===== src/rtl/pll_phase_shift_controller_pkg.sv =====
// rtl/pll_phase_shift_controller_pkg.sv - constants shared by the UART data mapper and the PLL phase-shift sequencer
package pll_phase_shift_controller_pkg;

    localparam logic [2:0] INIT_COUNTER = 3'b110;

    localparam logic PLL_SEL_1 = 1'b0;
    localparam logic PLL_SEL_2 = 1'b1;

    localparam logic [2:0] ST_IDLE      = 3'd0;
    localparam logic [2:0] ST_STEP      = 3'd1;
    localparam logic [2:0] ST_WAIT_LOW  = 3'd2;
    localparam logic [2:0] ST_WAIT_HIGH = 3'd3;
    localparam logic [2:0] ST_GAP       = 3'd4;
    localparam logic [2:0] ST_DONE      = 3'd5;

    function automatic logic pick_pll(input logic sel, input logic pll_1_val, input logic pll_2_val);
        return (sel == PLL_SEL_2) ? pll_2_val : pll_1_val;
    endfunction

endpackage


===== src/rtl/pll_phase_shift_controller_step.sv =====
// rtl/pll_phase_shift_controller_step.sv - one phasestep/phasedone handshake with per-edge timeout
module pll_phase_step
    import pll_phase_shift_controller_pkg::*;
#(
    parameter int STEP_HIGH_CYCLES = 2,
    parameter int DONE_TIMEOUT     = 255
) (
    input  logic i_clk,
    input  logic i_rst,
    input  logic i_start,
    input  logic i_phasedone,
    output logic o_phasestep,
    output logic o_done,
    output logic o_timeout
);

    localparam int TMR_W_RAW = $clog2(DONE_TIMEOUT + 1);
    localparam int TMR_W     = (TMR_W_RAW < 8) ? 8 : TMR_W_RAW;

    localparam logic [TMR_W-1:0] HOLD_LAST = TMR_W'(STEP_HIGH_CYCLES - 1);
    localparam logic [TMR_W-1:0] TMO_LAST  = TMR_W'(DONE_TIMEOUT - 1);

    logic [2:0]       state_q, state_d;
    logic [TMR_W-1:0] timer_q, timer_d;
    logic             phasestep_q, phasestep_d;

    // One timer serves both the step-high hold and the two phasedone waits.
    always_comb begin
        state_d     = state_q;
        timer_d     = timer_q;
        phasestep_d = phasestep_q;
        o_done      = 1'b0;
        o_timeout   = 1'b0;
        case (state_q)
            ST_IDLE: begin
                if (i_start) begin
                    state_d     = ST_STEP;
                    timer_d     = '0;
                    phasestep_d = 1'b1;
                end
            end
            ST_STEP: begin
                if (timer_q == HOLD_LAST) begin
                    state_d     = ST_WAIT_LOW;
                    timer_d     = '0;
                    phasestep_d = 1'b0;
                end else begin
                    timer_d = timer_q + 1'b1;
                end
            end
            ST_WAIT_LOW: begin
                if (!i_phasedone) begin
                    state_d = ST_WAIT_HIGH;
                    timer_d = '0;
                end else if (timer_q == TMO_LAST) begin
                    o_timeout   = 1'b1;
                    state_d     = ST_IDLE;
                    phasestep_d = 1'b0;
                end else begin
                    timer_d = timer_q + 1'b1;
                end
            end
            ST_WAIT_HIGH: begin
                if (i_phasedone) begin
                    o_done  = 1'b1;
                    state_d = ST_IDLE;
                end else if (timer_q == TMO_LAST) begin
                    o_timeout   = 1'b1;
                    state_d     = ST_IDLE;
                    phasestep_d = 1'b0;
                end else begin
                    timer_d = timer_q + 1'b1;
                end
            end
            default: begin
                state_d     = ST_IDLE;
                phasestep_d = 1'b0;
            end
        endcase
    end

    always_ff @(posedge i_clk or posedge i_rst) begin
        if (i_rst) begin
            state_q     <= ST_IDLE;
            timer_q     <= '0;
            phasestep_q <= 1'b0;
        end else begin
            state_q     <= state_d;
            timer_q     <= timer_d;
            phasestep_q <= phasestep_d;
        end
    end

    assign o_phasestep = phasestep_q;

endmodule


===== src/rtl/pll_phase_shift_controller.sv =====
// rtl/pll_phase_shift_controller.sv - sequences multi-step dynamic phase shifts on two PLLs
module pll_phase_shift_controller
    import pll_phase_shift_controller_pkg::*;
#(
    parameter int STEP_HIGH_CYCLES = 2,
    parameter int DONE_TIMEOUT     = 255
) (
    input  logic       i_clk,
    input  logic       i_rst,
    input  logic       i_shift_ready,
    input  logic [7:0] i_periods_to_process,
    input  logic [2:0] i_phasecounterselect_1,
    input  logic [2:0] i_phasecounterselect_2,
    input  logic       i_pll_to_update,
    input  logic       i_phaseupdown,
    input  logic       i_phasedone_1,
    input  logic       i_phasedone_2,
    output logic       o_phasestep_1,
    output logic       o_phasestep_2,
    output logic [2:0] o_phasecounterselect_1,
    output logic [2:0] o_phasecounterselect_2,
    output logic       o_phaseupdown,
    output logic       o_busy,
    output logic       o_done,
    output logic       o_error,
    output logic       o_dropped,
    output logic [7:0] o_steps_done
);

    logic [2:0] state_q, state_d;
    logic       strobe_prev_q;
    logic       pll_q, pll_d;
    logic [7:0] target_q, target_d;
    logic [7:0] steps_q, steps_d;
    logic [2:0] sel_1_q, sel_1_d;
    logic [2:0] sel_2_q, sel_2_d;
    logic       updown_q, updown_d;
    logic       error_q, error_d;
    logic       dropped_q, dropped_d;

    logic       strobe_edge;
    logic       step_start;
    logic       step_done;
    logic       step_timeout;
    logic       step_pulse;
    logic [7:0] steps_inc;

    assign strobe_edge = i_shift_ready & ~strobe_prev_q;
    assign step_start  = (state_q == ST_GAP) && (steps_q != target_q);
    assign steps_inc   = steps_q + 8'd1;

    pll_phase_step #(
        .STEP_HIGH_CYCLES (STEP_HIGH_CYCLES),
        .DONE_TIMEOUT     (DONE_TIMEOUT)
    ) u_step (
        .i_clk       (i_clk),
        .i_rst       (i_rst),
        .i_start     (step_start),
        .i_phasedone (pick_pll(pll_q, i_phasedone_1, i_phasedone_2)),
        .o_phasestep (step_pulse),
        .o_done      (step_done),
        .o_timeout   (step_timeout)
    );

    // Acceptance passes through GAP so select/direction settle a cycle before the first phasestep.
    always_comb begin
        state_d   = state_q;
        pll_d     = pll_q;
        target_d  = target_q;
        steps_d   = steps_q;
        sel_1_d   = sel_1_q;
        sel_2_d   = sel_2_q;
        updown_d  = updown_q;
        error_d   = error_q;
        dropped_d = strobe_edge && (state_q != ST_IDLE);
        case (state_q)
            ST_IDLE: begin
                if (strobe_edge) begin
                    pll_d    = i_pll_to_update;
                    target_d = i_periods_to_process;
                    sel_1_d  = i_phasecounterselect_1;
                    sel_2_d  = i_phasecounterselect_2;
                    updown_d = i_phaseupdown;
                    error_d  = 1'b0;
                    steps_d  = 8'd0;
                    state_d  = ST_GAP;
                end
            end
            ST_GAP: begin
                state_d = (steps_q == target_q) ? ST_DONE : ST_STEP;
            end
            ST_STEP: begin
                if (step_done) begin
                    steps_d = steps_inc;
                    state_d = (steps_inc == target_q) ? ST_DONE : ST_GAP;
                end else if (step_timeout) begin
                    error_d = 1'b1;
                    state_d = ST_IDLE;
                end
            end
            ST_DONE: begin
                state_d = ST_IDLE;
            end
            default: begin
                state_d = ST_IDLE;
            end
        endcase
    end

    always_ff @(posedge i_clk or posedge i_rst) begin
        if (i_rst) begin
            state_q       <= ST_IDLE;
            strobe_prev_q <= 1'b0;
            pll_q         <= PLL_SEL_1;
            target_q      <= 8'd0;
            steps_q       <= 8'd0;
            sel_1_q       <= INIT_COUNTER;
            sel_2_q       <= INIT_COUNTER;
            updown_q      <= 1'b0;
            error_q       <= 1'b0;
            dropped_q     <= 1'b0;
        end else begin
            state_q       <= state_d;
            strobe_prev_q <= i_shift_ready;
            pll_q         <= pll_d;
            target_q      <= target_d;
            steps_q       <= steps_d;
            sel_1_q       <= sel_1_d;
            sel_2_q       <= sel_2_d;
            updown_q      <= updown_d;
            error_q       <= error_d;
            dropped_q     <= dropped_d;
        end
    end

    assign o_phasestep_1          = step_pulse && (pll_q == PLL_SEL_1);
    assign o_phasestep_2          = step_pulse && (pll_q == PLL_SEL_2);
    assign o_phasecounterselect_1 = sel_1_q;
    assign o_phasecounterselect_2 = sel_2_q;
    assign o_phaseupdown          = updown_q;
    assign o_busy                 = (state_q != ST_IDLE);
    assign o_done                 = (state_q == ST_DONE);
    assign o_error                = error_q;
    assign o_dropped              = dropped_q;
    assign o_steps_done           = steps_q;

endmodule

===== config.mk =====
export PLATFORM = sky130hd
export DESIGN_NAME = pll_phase_shift_controller
export DESIGN_NICKNAME = d
export VERILOG_FILES = /design/src/rtl/pll_phase_shift_controller_pkg.sv /design/src/rtl/pll_phase_shift_controller_step.sv /design/src/rtl/pll_phase_shift_controller.sv
export SDC_FILE = /design/constraint.sdc
export NUM_CORES = 1
export LEC_CHECK = 0
export BUFFER_PORTS_ARGS = -buffer_cell sky130_fd_sc_hd__buf_4
export CORE_UTILIZATION = 37
export CTS_BUF_LIST = sky130_fd_sc_hd__clkbuf_8
export DETAILED_ROUTE_END_ITERATION = 10
export GPL_ROUTABILITY_DRIVEN = 0
export GPL_TIMING_DRIVEN = 0
export SLEW_MARGIN = 20
export SYNTH_ARGS = -nofsm -noshare
export SYNTH_HDL_FRONTEND = slang
export SYNTH_SLANG_ARGS = --single-unit

===== constraint.sdc =====
create_clock -name i_clk -period 4.2 [get_ports i_clk]
set_input_delay 1.05 -clock i_clk [delete_from_list [all_inputs] [get_ports i_clk]]
set_output_delay 1.05 -clock i_clk [all_outputs]
set_load 0.02 [all_outputs]

; ---- Word level (Yosys, flattened, before mapping)
; Cells that the tools add are included.
[op_classes]
multipliers = 0
reduce_logical = 16
eq_ne = 20
div_mod_pow = 0
muxes = 38
shifts = 0
n_lt_le_gt_ge = 0
addsub = 2
bitwise = 3
[ops]
columns = cell, n
row1 = 8-bit two-way mux, 7
row2 = 8-bit one-hot mux with 4 select lines, 1
row3 = 3-bit two-way mux, 9
row4 = "8-bit by 1-bit adder with 8-bit output, second input constant", 2
row5 = 8-bit equality test, 2
row6 = 8-bit one-hot mux with 2 select lines, 1
row7 = 1-bit two-way mux, 15
row8 = "2-bit != test, second input constant", 6
row9 = 3-bit one-hot mux with 4 select lines, 1
row10 = 3-bit one-hot mux with 3 select lines, 1
row11 = "8-bit by 1-bit equality test with 1-bit output, second input constant", 1
row12 = "8-bit equality test, second input constant", 1
row13 = 8-bit != test, 1
row14 = 4-bit AND reduction, 2
row15 = "3-bit by 1-bit equality test with 1-bit output, second input constant", 2
row16 = "3-bit by 2-bit equality test with 1-bit output, second input constant", 2
row17 = "3-bit equality test, second input constant", 2
row18 = 3-bit logical NOT, 2
row19 = 2-bit AND reduction, 3
row20 = 3-bit AND reduction, 2
row21 = 1-bit logical AND, 4
row22 = "2-bit by 1-bit != test with 1-bit output, second input constant", 2
row23 = 1-bit one-hot mux with 2 select lines, 2
row24 = 1-bit one-hot mux with 4 select lines, 1
row25 = 6 further kinds, 7
[word_totals]
wordCells = 92
input_bits = 21
latchBits = 0
ramBits = 0
n_memories = 0
reg_bits = 42
romBits = 0
out_inout_bits = 21

; ---- Longest topological paths before layout
; Gate-level depths: netlist of the first run.
[depth]
ltp_word = 7
depth_mapped = 7

; ---- Hierarchy
; Synthesis of the first run repeated with hierarchy kept, for this count alone.
[unflattened]
cells_unflattened = 269
hier_area_um2 = 2401.1
[by_module_without_submodules]
columns = mod, seq_area_each_um2, cells_each, instances, area_each_um2
row1 = pll_phase_shift_controller, 730.7, 161, 1, 1498.9
row2 = pll_phase_step, 300.3, 108, 1, 902.1

; ---- Worst setup path before layout of the first run
; OpenSTA, ideal clock, no wires.
[synth_path]
path_kind = input to register
from = input i_phasedone_2
to = register u_step.timer_q[4]
stages = 6
required_ps = 4067
path_slack_ps = 1991
arrival_ps = 2076
n_path_buf = 1
cell_sequence = mux2_2 -> buf_2 -> o21ai_0 -> nor2_1 -> o31ai_1 -> o21ai_0
[synth_via]
elab_chain_len = 3
elab_cells_between_ends = 5
[synth_lines]
columns = element, line_no
row1 = from (decl), pll_phase_shift_controller.sv:17  ; input logic i_phasedone_2,
row2 = 1-bit two-way mux (*), pll_phase_shift_controller_pkg.sv:17  ; return (sel == PLL_SEL_2) ? pll_2_val : pll_1_val;
row3 = 8-bit two-way mux or 2-bit != test (tied branches), n/a
row4 = 8-bit one-hot mux with 4 select lines or 3-bit AND reduction (tied branches), n/a
row5 = to (signal assigned), pll_phase_shift_controller_step.sv:89  ; timer_q <= timer_d;
row6 = to (decl), pll_phase_shift_controller_step.sv:24  ; logic [TMR_W-1:0] timer_q, timer_d;
; Mark *: on every way between the ends. The rest lies on a longest branch, timed or not.
; A chain may end at the register's enable or synchronous reset.

; ---- Final worst setup path of the first run
[layout_path]
from = register state_q[2]
to = output o_busy
[layout_via]
elab_chain_len = 1
[layout_lines]
columns = element, line_no
row1 = from (decl), pll_phase_shift_controller.sv:30  ; logic [2:0] state_q, state_d;
row2 = from (signal assigned), pll_phase_shift_controller.sv:123  ; state_q <= state_d;
row3 = 3-bit nonzero test, pll_phase_shift_controller.sv:141  ; assign o_busy = (state_q != ST_IDLE);
row4 = to (decl), pll_phase_shift_controller.sv:23  ; output logic o_busy,
; No other way between the ends.

==> results.cfg, run 1 <==
[status]
status = completed

[synthesis]
synth_mux_area_share_pct = 8.764
synth_top_family_by_area = simple AND/OR/NAND/NOR gates
synth-compound-area-share_pct = 16.06
synth-edff-count = 0
synth_flop_cell = dfrtp_1
synth.largest_area_cell = dfrtp_1
yosys_register_bits = 41
yosys_warnings = 0
synth_seq_area_share_pct = 44.86
synthesis.area_mm2 = 0.002298
synth_cells = 233
synth_top_cell_area_share_pct = 40.28
synth.area.top_cells = dfrtp_1, mux2_2, xnor2_1
synthAdderAreaFrac_pct = 2.177
syn_nets = 258
synthDistinctLibCells = 44
syn_area_per_cell_um2 = 9.865
synth_simple_gate_area_share_pct = 17.64
ys_async_sr_fraction_pct = 100.0
yosys.area_share.xor_xnor_pct = 6.478

[clock_tree]
cts_buffers = 5
clk_latency_ns = 0.29
clk_pin_slew_ns = 0.08
cts.sinks = 41
root_buffer = clkbuf_8
hold_buffers = 0
cts.path.max_buffers = 2
post_cts_resized = 0
htree_levels = 2
cts_setup_buffers = 0
cts_tree = built

[routing]
vias = 1912
routed_wl_um = 4962
drtPass1Iterations = 4
wl_per_cell_um = 13.86
via_per_inst = 5.341
post-route-drc-count = 0
postRouteAntennaNets = 0
drt_iter0_drc = 65

[hold_path]
hold_class = flip-flop to flip-flop
hold_path_depth = 1
min_from = o_phaseupdown
min_to = o_phaseupdown

[power]
power_mw = 1.528
vdd_drop_max_mv = 0.2691
p_leak_nw = 1.203
power_density_mw_per_mm2 = 542.7

[critical_path]
max_stage_delay_ns = 0.43
timing.rr.start = u_step.timer_q[1]
crit_path_max_fanout = 6
cp.depth = 2
crit_type = flip-flop to output pin
reg2reg_to = u_step.timer_q[7]
r2r_cells = 7
crit_slowest_cell = dfrtp_1
required_ns = 3.15
crit_chain = or2_2, buf_4
reg2reg_slack_ns = 2.04
worstSetupStartpointType = flip-flop
critical_path.top_delay_family = flip-flops
path_buf_inv = 1
cp-end-kind = output pin
arrival_ns = 1.21

[timing]
slew_violations = 0
finalClockSkew_ns = 0.004777
hold_viol = 0
relSlewSlack_pct = 60.82
finalWorstSetupSlack_ns = 1.937
worstMarginPinSlew_ns = 0.5868
period_share_pct = 53.88
setup_viol = 0
rsz0062_at_grt = false
min_period_ns = 2.263
hold_slack_ns = 0.5152
setup-tns-final_ns = 0
max_freq_mhz = 441.9

[finish]
final_area_mm2 = 0.002815
layout_common_cells = buf_4, dfrtp_1, nor2_1, o21ai_0, mux2_2
final_net_count = 307
area_growth_pct = 22.48
drive_gt1_share_pct = 28.62
multi_input_area_mm2 = 0.001179
stdcell_count = 358
antenna_cells = 0
regArea_mm2 = 0.001031
n_fill_cell = 602
final_util_pct = 47.27
layout_commonest_cell = buf_4

[place]
hpwl_um = 3656
port_buffers = 41
pre_cts_ws_ns = 1.637
placed_area_mm2 = 0.002728
dp_cells = 350

[die]
die-area_mm2 = 0.006531
fp-row-count = 28
die_h_um = 80.82
coreArea_mm2 = 0.005956
initial_core_util_pct = 38.59
die_w_um = 80.82
ios = 42

[global_routing]
first_global_vias = 1776
grt_max_degree = 26
antenna_found_initial = 0
groute.usage.overall_pct = 16.82
grt_pass1_wl_um = 8459
overflow = 0

[job]
max_cap_viol_count = 0
==> state kept, by name (all words and copies together), names as in the netlist <==
register,count
target_q,8
o_steps_done,8
o_error,1
u_step.state_q,3
pll_q,1
o_phaseupdown,1
o_phasecounterselect_2,3
o_dropped,1
o_phasecounterselect_1,3
state_q,2
u_step.timer_q,8
strobe_prev_q,1
u_step.o_phasestep,1
==> worst max path at each step <==
stage / startpoint / to
final: state_q[2] / o_busy
after global routing: i_phasedone_2 / o_steps_done[6]
after CTS: state_q[2] / o_busy
after detailed placement: i_phasedone_1 / o_steps_done[5]
after global placement: i_rst / target_q[5]
after floorplan: i_phasedone_2 / u_step.timer_q[4]
==> metal layers <==
layer  global-route usage [%]  wire length, µm  up-vias
met3                    3.933              261        8
li1                         -                -      936
met5                        0                0        -
met1                    23.76             2434      922
met2                    24.54             2201       46
met4                    6.964               65        0
==> cells by family after synthesis <==
kind of cell	count (synthesis)
xor+xnor	17
other cells	1
flops	41
buf+inv	22
mux	18
simple gates	75
compound gates	55
fa+ha+maj	4
==> cell type report <==
type	count	area share, %
Buffer	10	1.556
Inverter	12	1.600
Multi-Input combinational cell	170	41.87
Clock buffer	5	2.444
Sequential cell	41	36.62
Timing Repair Buffer	42	11.91
Clock inverter	3	0.6667
Tap cell	75	3.333
==> report_power, final <==
| group | total (mW) | internal [mW] | leakage [nW] | switching [mW] |
|---|---|---|---|---|
| sequential | 0.657 | 0.536 | 0.520 | 0.122 |
| clock | 0.259 | 0.115 | 0.0416 | 0.144 |
| combinational | 0.611 | 0.299 | 0.641 | 0.312 |
==> Yosys cell counts (2+ instances only) <==
master     n
dfrtp_1   37
ha_1       4
a22oi_1    2
or3_1      2
nand2_1   12
o21ai_0   19
nand3b_1   2
nand4_1    5
nor4_1     2
xor2_1     3
buf_2      5
nand2b_1   5
a21oi_1    7
nor2_1    20
and4_1     6
nor3_1     3
mux2_2    17
nor2b_1    4
inv_1     12
o31ai_1    3
dfstp_2    4
or2_2      2
xnor2_1   14
o211ai_1   7
nand3_1    6
o22ai_1    2
and2_1     2
clkbuf_1   5
a31oi_1    6
No activity file was read; power rests on OpenSTA's default activity.
==> inputs of run 2 (changes only) <==
==> constraint.sdc (replaced) <==
create_clock -name i_clk -period 2.2 [get_ports i_clk]
set_input_delay 0.55 -clock i_clk [delete_from_list [all_inputs] [get_ports i_clk]]
set_output_delay 0.55 -clock i_clk [all_outputs]
set_load 0.02 [all_outputs]
==> run 2 against run 1 <==
Die area did not move; sequential cell count is the same; register-to-register slack got worse by 2.0 ns; combinational power up 95%; sequential share of layout area fell by 0.33 points; total power increased by 92%; count of clock-buffer cells in the layout did not move; critical path depth increased by 5; utilization increased by 0.55 points; global-route usage unchanged.
==> results.cfg, run 2 (synthesized netlist as in run 1, its figures left out) <==
[clock_tree]
clk_pin_slew_ns = 0.08
cts.path.max_buffers = 2
cts_tree = built
htree_levels = 2
cts.sinks = 41
clk_latency_ns = 0.30
cts_buffers = 5
hold_buffers = 0
root_buffer = clkbuf_8

[critical_path]
arrival_ns = 2.33
worstSetupStartpointType = flip-flop
crit_path_max_fanout = 4
cp-end-kind = flip-flop
crit_type = flip-flop to flip-flop
r2r_cells = 7
required_ns = 2.41

[place]
dp_cells = 350
port_buffers = 41
hpwl_um = 3656

[die]
coreArea_mm2 = 0.005956
die_w_um = 80.82
ios = 42
die-area_mm2 = 0.006531
initial_core_util_pct = 38.59
die_h_um = 80.82
fp-row-count = 28

[finish]
drive_gt1_share_pct = 30.07
antenna_cells = 0
layout_commonest_cell = buf_4
stdcell_count = 361
final_net_count = 310
area_growth_pct = 23.90
n_fill_cell = 601
layout_common_cells = buf_4, dfrtp_1, nor2_1, o21ai_0, mux2_2

[timing]
max_freq_mhz = 471.7
hold_slack_ns = 0.3185
min_period_ns = 2.120
relSlewSlack_pct = 60.73
finalClockSkew_ns = 0.004832
period_share_pct = 96.36
worstMarginPinSlew_ns = 0.5881
setup-tns-final_ns = 0
slew_violations = 0
setup_viol = 0
hold_viol = 0

[routing]
wl_met3_um = 245
wl_met1_um = 2460
via_per_inst = 5.260
wl_met2_um = 2186
vias = 1899
postRouteAntennaNets = 0
top_layer_used = met4
drt_iter0_drc = 74
post-route-drc-count = 0
wl_per_cell_um = 13.73
drtPass1Iterations = 4
routed_wl_um = 4955

[power]
power_density_mw_per_mm2 = 1029
vdd_drop_max_mv = 0.5137
p_leak_nw = 1.216

[hold_path]
hold_class = primary input to asynchronous set/reset pin

[job]
max_cap_viol_count = 0

[status]
status = completed

[global_routing]
overflow = 0
antenna_found_initial = 0
first_global_vias = 1776
groute.usage.overall_pct = 16.82
grt_max_degree = 26
grt_pass1_wl_um = 8459
## run 2: cell types whose count changed in the layout (fill, tap and decap cells not counted)
cell,delta
buf_4,+3
dfrtp_1,-2
dfrtp_2,+2
o21ai_2,-1
o21ai_4,+1
## run 2: cell type report
| cell class | instances | area, µm² | share of cell area [%] |
|---|---|---|---|
| well taps | 75 | 93.84 | 3.295 |
| clock buffers | 5 | 68.82 | 2.417 |
| repair buffers | 45 | 357.8 | 12.57 |
| inverters | 12 | 45.04 | 1.582 |
| multi-input cells | 170 | 1186 | 41.65 |
| clock inverters | 3 | 18.77 | 0.6591 |
| flip-flops and latches | 41 | 1033 | 36.29 |
| plain buffers | 10 | 43.79 | 1.538 |
## run 2: worst max-delay path, stage by stage (launching register included)
cell and delay, ns:
dfrtp_2 0.41, inv_1 0.07, ha_1 0.13, or4b_4 0.47, o41ai_4 0.49, buf_4 0.21, o21ai_0 0.09, nor3_1 0.18
## run 2: metrics by stage
step                util, %  worst slack (ns)  cell area, µm²  power (mW)
floorplan                 -            0.3116            2298       2.082
global placement      45.34           0.03591            2700       2.408
detailed placement    45.80           0.04491            2728       2.450
CTS                   47.27           0.03958            2815       2.953
global route          47.82         -0.004541            2848       3.128
finish                47.82           0.08016            2848       2.930
## run 2: worst paths after layout
kind,to,from,slack (ns)
worst max-delay path,u_step.state_q[1],u_step.timer_q[1],0.08
min in group i_clk,strobe_prev_q,i_shift_ready,0.37
worst max register to register,u_step.state_q[1],u_step.timer_q[1],0.08
worst min-delay path,u_step.timer_q[5],i_rst,0.32
worst min register to register,o_phaseupdown,o_phaseupdown,0.52
max in group asynchronous,o_steps_done[4],i_rst,1.39
## run 2: timing repair
item | in CTS | in global routing
resized for setup | 0 | 3
buffers inserted | 0 | 3
endpoints found under the hold margin | 0 | 0
endpoints found under the setup margin | 0 | 7
## run 2: where the power goes
part	internal [mW]	leakage [nW]	total, mW	switching [mW]
clock	0.219	0.0416	0.494	0.275
sequential	1.02	0.518	1.24	0.220
combinational	0.586	0.657	1.19	0.606
total	1.83	1.22	2.93	1.10
## run 2: metal layers
layer  vias to the layer above  global-route usage (%)
met4                         0                   6.964
li1                        940                       -
met2                        39                   24.54
met5                         -                       0
met3                         8                   3.933
met1                       912                   23.76
==> inputs of run 3 (changes only) <==
--- a/config.mk
+++ b/config.mk
@@ -11,6 +11,7 @@
 export DETAILED_ROUTE_END_ITERATION = 10
 export GPL_ROUTABILITY_DRIVEN = 0
 export GPL_TIMING_DRIVEN = 0
+export SETUP_SLACK_MARGIN = 0.4
 export SLEW_MARGIN = 20
 export SYNTH_ARGS = -nofsm -noshare
 export SYNTH_HDL_FRONTEND = slang
==> run 3 against run 2 <==
Register-to-register slack better by 0.21 ns; wire length increased by 3.0%; total power up 10%; worst hold slack got worse by 0.12 ns; via count is 0.74% higher; largest cell class unchanged.
==> results.cfg, run 3 (synthesized netlist as in run 1, its figures left out) <==
[status]
status = completed

[timing]
relSlewSlack_pct = 63.32
slew_violations = 0
setup_viol = 0
finalClockSkew_ns = 0.005566
hold_viol = 0
max_freq_mhz = 523.6
finalWorstSetupSlack_ns = 0.2900
hold_slack_ns = 0.2012
setup-tns-final_ns = 0
worstMarginPinSlew_ns = 0.5489
rsz0062_at_grt = true
min_period_ns = 1.910
period_share_pct = 86.82

[hold_path]
hold_class = primary input to asynchronous set/reset pin

[finish]
antenna_cells = 0
final_util_pct = 50.74
layout_common_cells = buf_4, dfrtp_1, nor2_1, mux2_2
drive_gt1_share_pct = 38.57
n_fill_cell = 563
final_area_mm2 = 0.003022
area_growth_pct = 31.46
stdcell_count = 368
final_net_count = 317
layout_commonest_cell = buf_4

[global_routing]
groute.usage.overall_pct = 17.05
first_global_vias = 1738
antenna_found_initial = 0
overflow = 0
grt_max_degree = 30
grt_pass1_wl_um = 8521

[clock_tree]
cts_buffers = 5
cts_tree = built
clk_pin_slew_ns = 0.08
clk_latency_ns = 0.29
cts.sinks = 41
htree_levels = 2
cts.path.max_buffers = 2
root_buffer = clkbuf_8

[die]
initial_core_util_pct = 38.59
die_w_um = 80.82
ios = 42
coreArea_mm2 = 0.005956
die_h_um = 80.82
fp-row-count = 28
die-area_mm2 = 0.006531

[critical_path]
required_ns = 2.37
cp-end-kind = flip-flop
crit_type = flip-flop to flip-flop
arrival_ns = 2.08
worstSetupStartpointType = flip-flop
crit_path_max_fanout = 8

[power]
switching_share_pct = 35.81
seq_power_share_pct = 38.8
p_clk_share_pct = 19.5
switching_power_mw = 1.154
p_comb_share_pct = 41.7
p_leak_nw = 1.297
p_int_mw = 2.069
vdd_drop_max_mv = 0.4856
power_mw = 3.223
power_density_mw_per_mm2 = 1067

[place]
pre_cts_ws_ns = 0.08836
placed_area_mm2 = 0.002720
dp_cells = 350
port_buffers = 41
hpwl_um = 3632

[routing]
wl_per_cell_um = 13.87
routed_wl_um = 5104
via_per_inst = 5.198
postRouteAntennaNets = 0
post-route-drc-count = 0
vias = 1913
drtPass1Iterations = 4
drt_iter0_drc = 87

[job]
max_cap_viol_count = 0
run 3: cell types whose count changed in the layout (fill, tap and decap cells not counted), sizes merged:
cell,before,now
clkinvlp,2,0
bufinv,0,1
clkbuf,10,12
buf,50,56
run 3: repair_timing:
action,4_1_cts,5_1_grt
resized for setup,14,25
hold buffers,0,0
setup endpoints to repair,15,26
buffers inserted,4,6
endpoints found under the hold margin,0,0
pin swaps,7,9
run 3: power by group through the flow:
stage,Clock [mW],Sequential (mW),Combinational (mW)
2_1_floorplan,0,1.30,0.782
3_3_place_gp,0,1.26,1.16
3_5_place_dp,0,1.27,1.19
4_1_cts,0.655,1.24,1.25
5_1_grt,0.678,1.28,1.47
6_report,0.628,1.25,1.34
run 3: worst paths after layout:
kind	from	to	slack, ns	cells after the start
worst max-delay path	u_step.timer_q[1]	u_step.timer_q[7]	0.29	7
worst min-delay path	i_rst	o_phasecounterselect_2[0]	0.20	2
worst max register to register	u_step.timer_q[1]	u_step.timer_q[7]	0.29	7
worst min register to register	o_error	o_error	0.51	1
max in group asynchronous	i_rst	o_steps_done[4]	1.54	3
min in group i_clk	i_shift_ready	strobe_prev_q	0.37	1
run 3: layout make-up:
cell class                      instances  area [µm²]  area share, %
Buffer                                 10       53.80          1.781
Sequential cell                        41        1039          34.37
Timing Repair Buffer                   52       410.4          13.58
Clock inverter                          2       33.78          1.118
Inverter                               12       45.04          1.491
Multi-Input combinational cell        170        1264          41.82
Tap cell                               75       93.84          3.106
Clock buffer                            6       82.58          2.733
run 3: metal layers:
layer | share of wire [%] | GRT usage (%) | wire (µm) | vias to the layer above
met5 | 0 | 0 | 0 | -
met4 | 1.2 | 5.357 | 61 | 0
met3 | 3.3 | 3.708 | 170 | 5
met2 | 46 | 25.55 | 2325 | 28
met1 | 50 | 24.41 | 2547 | 924
li1 | - | - | - | 956
run 3: critical path: stages (launching register included):
cell and delay [ns]:
dfrtp_1 0.39, inv_2 0.08, ha_4 0.11, or4b_4 0.46, o41ai_4 0.34, o21ai_4 0.16, o211ai_1 0.13, o211ai_1 0.11
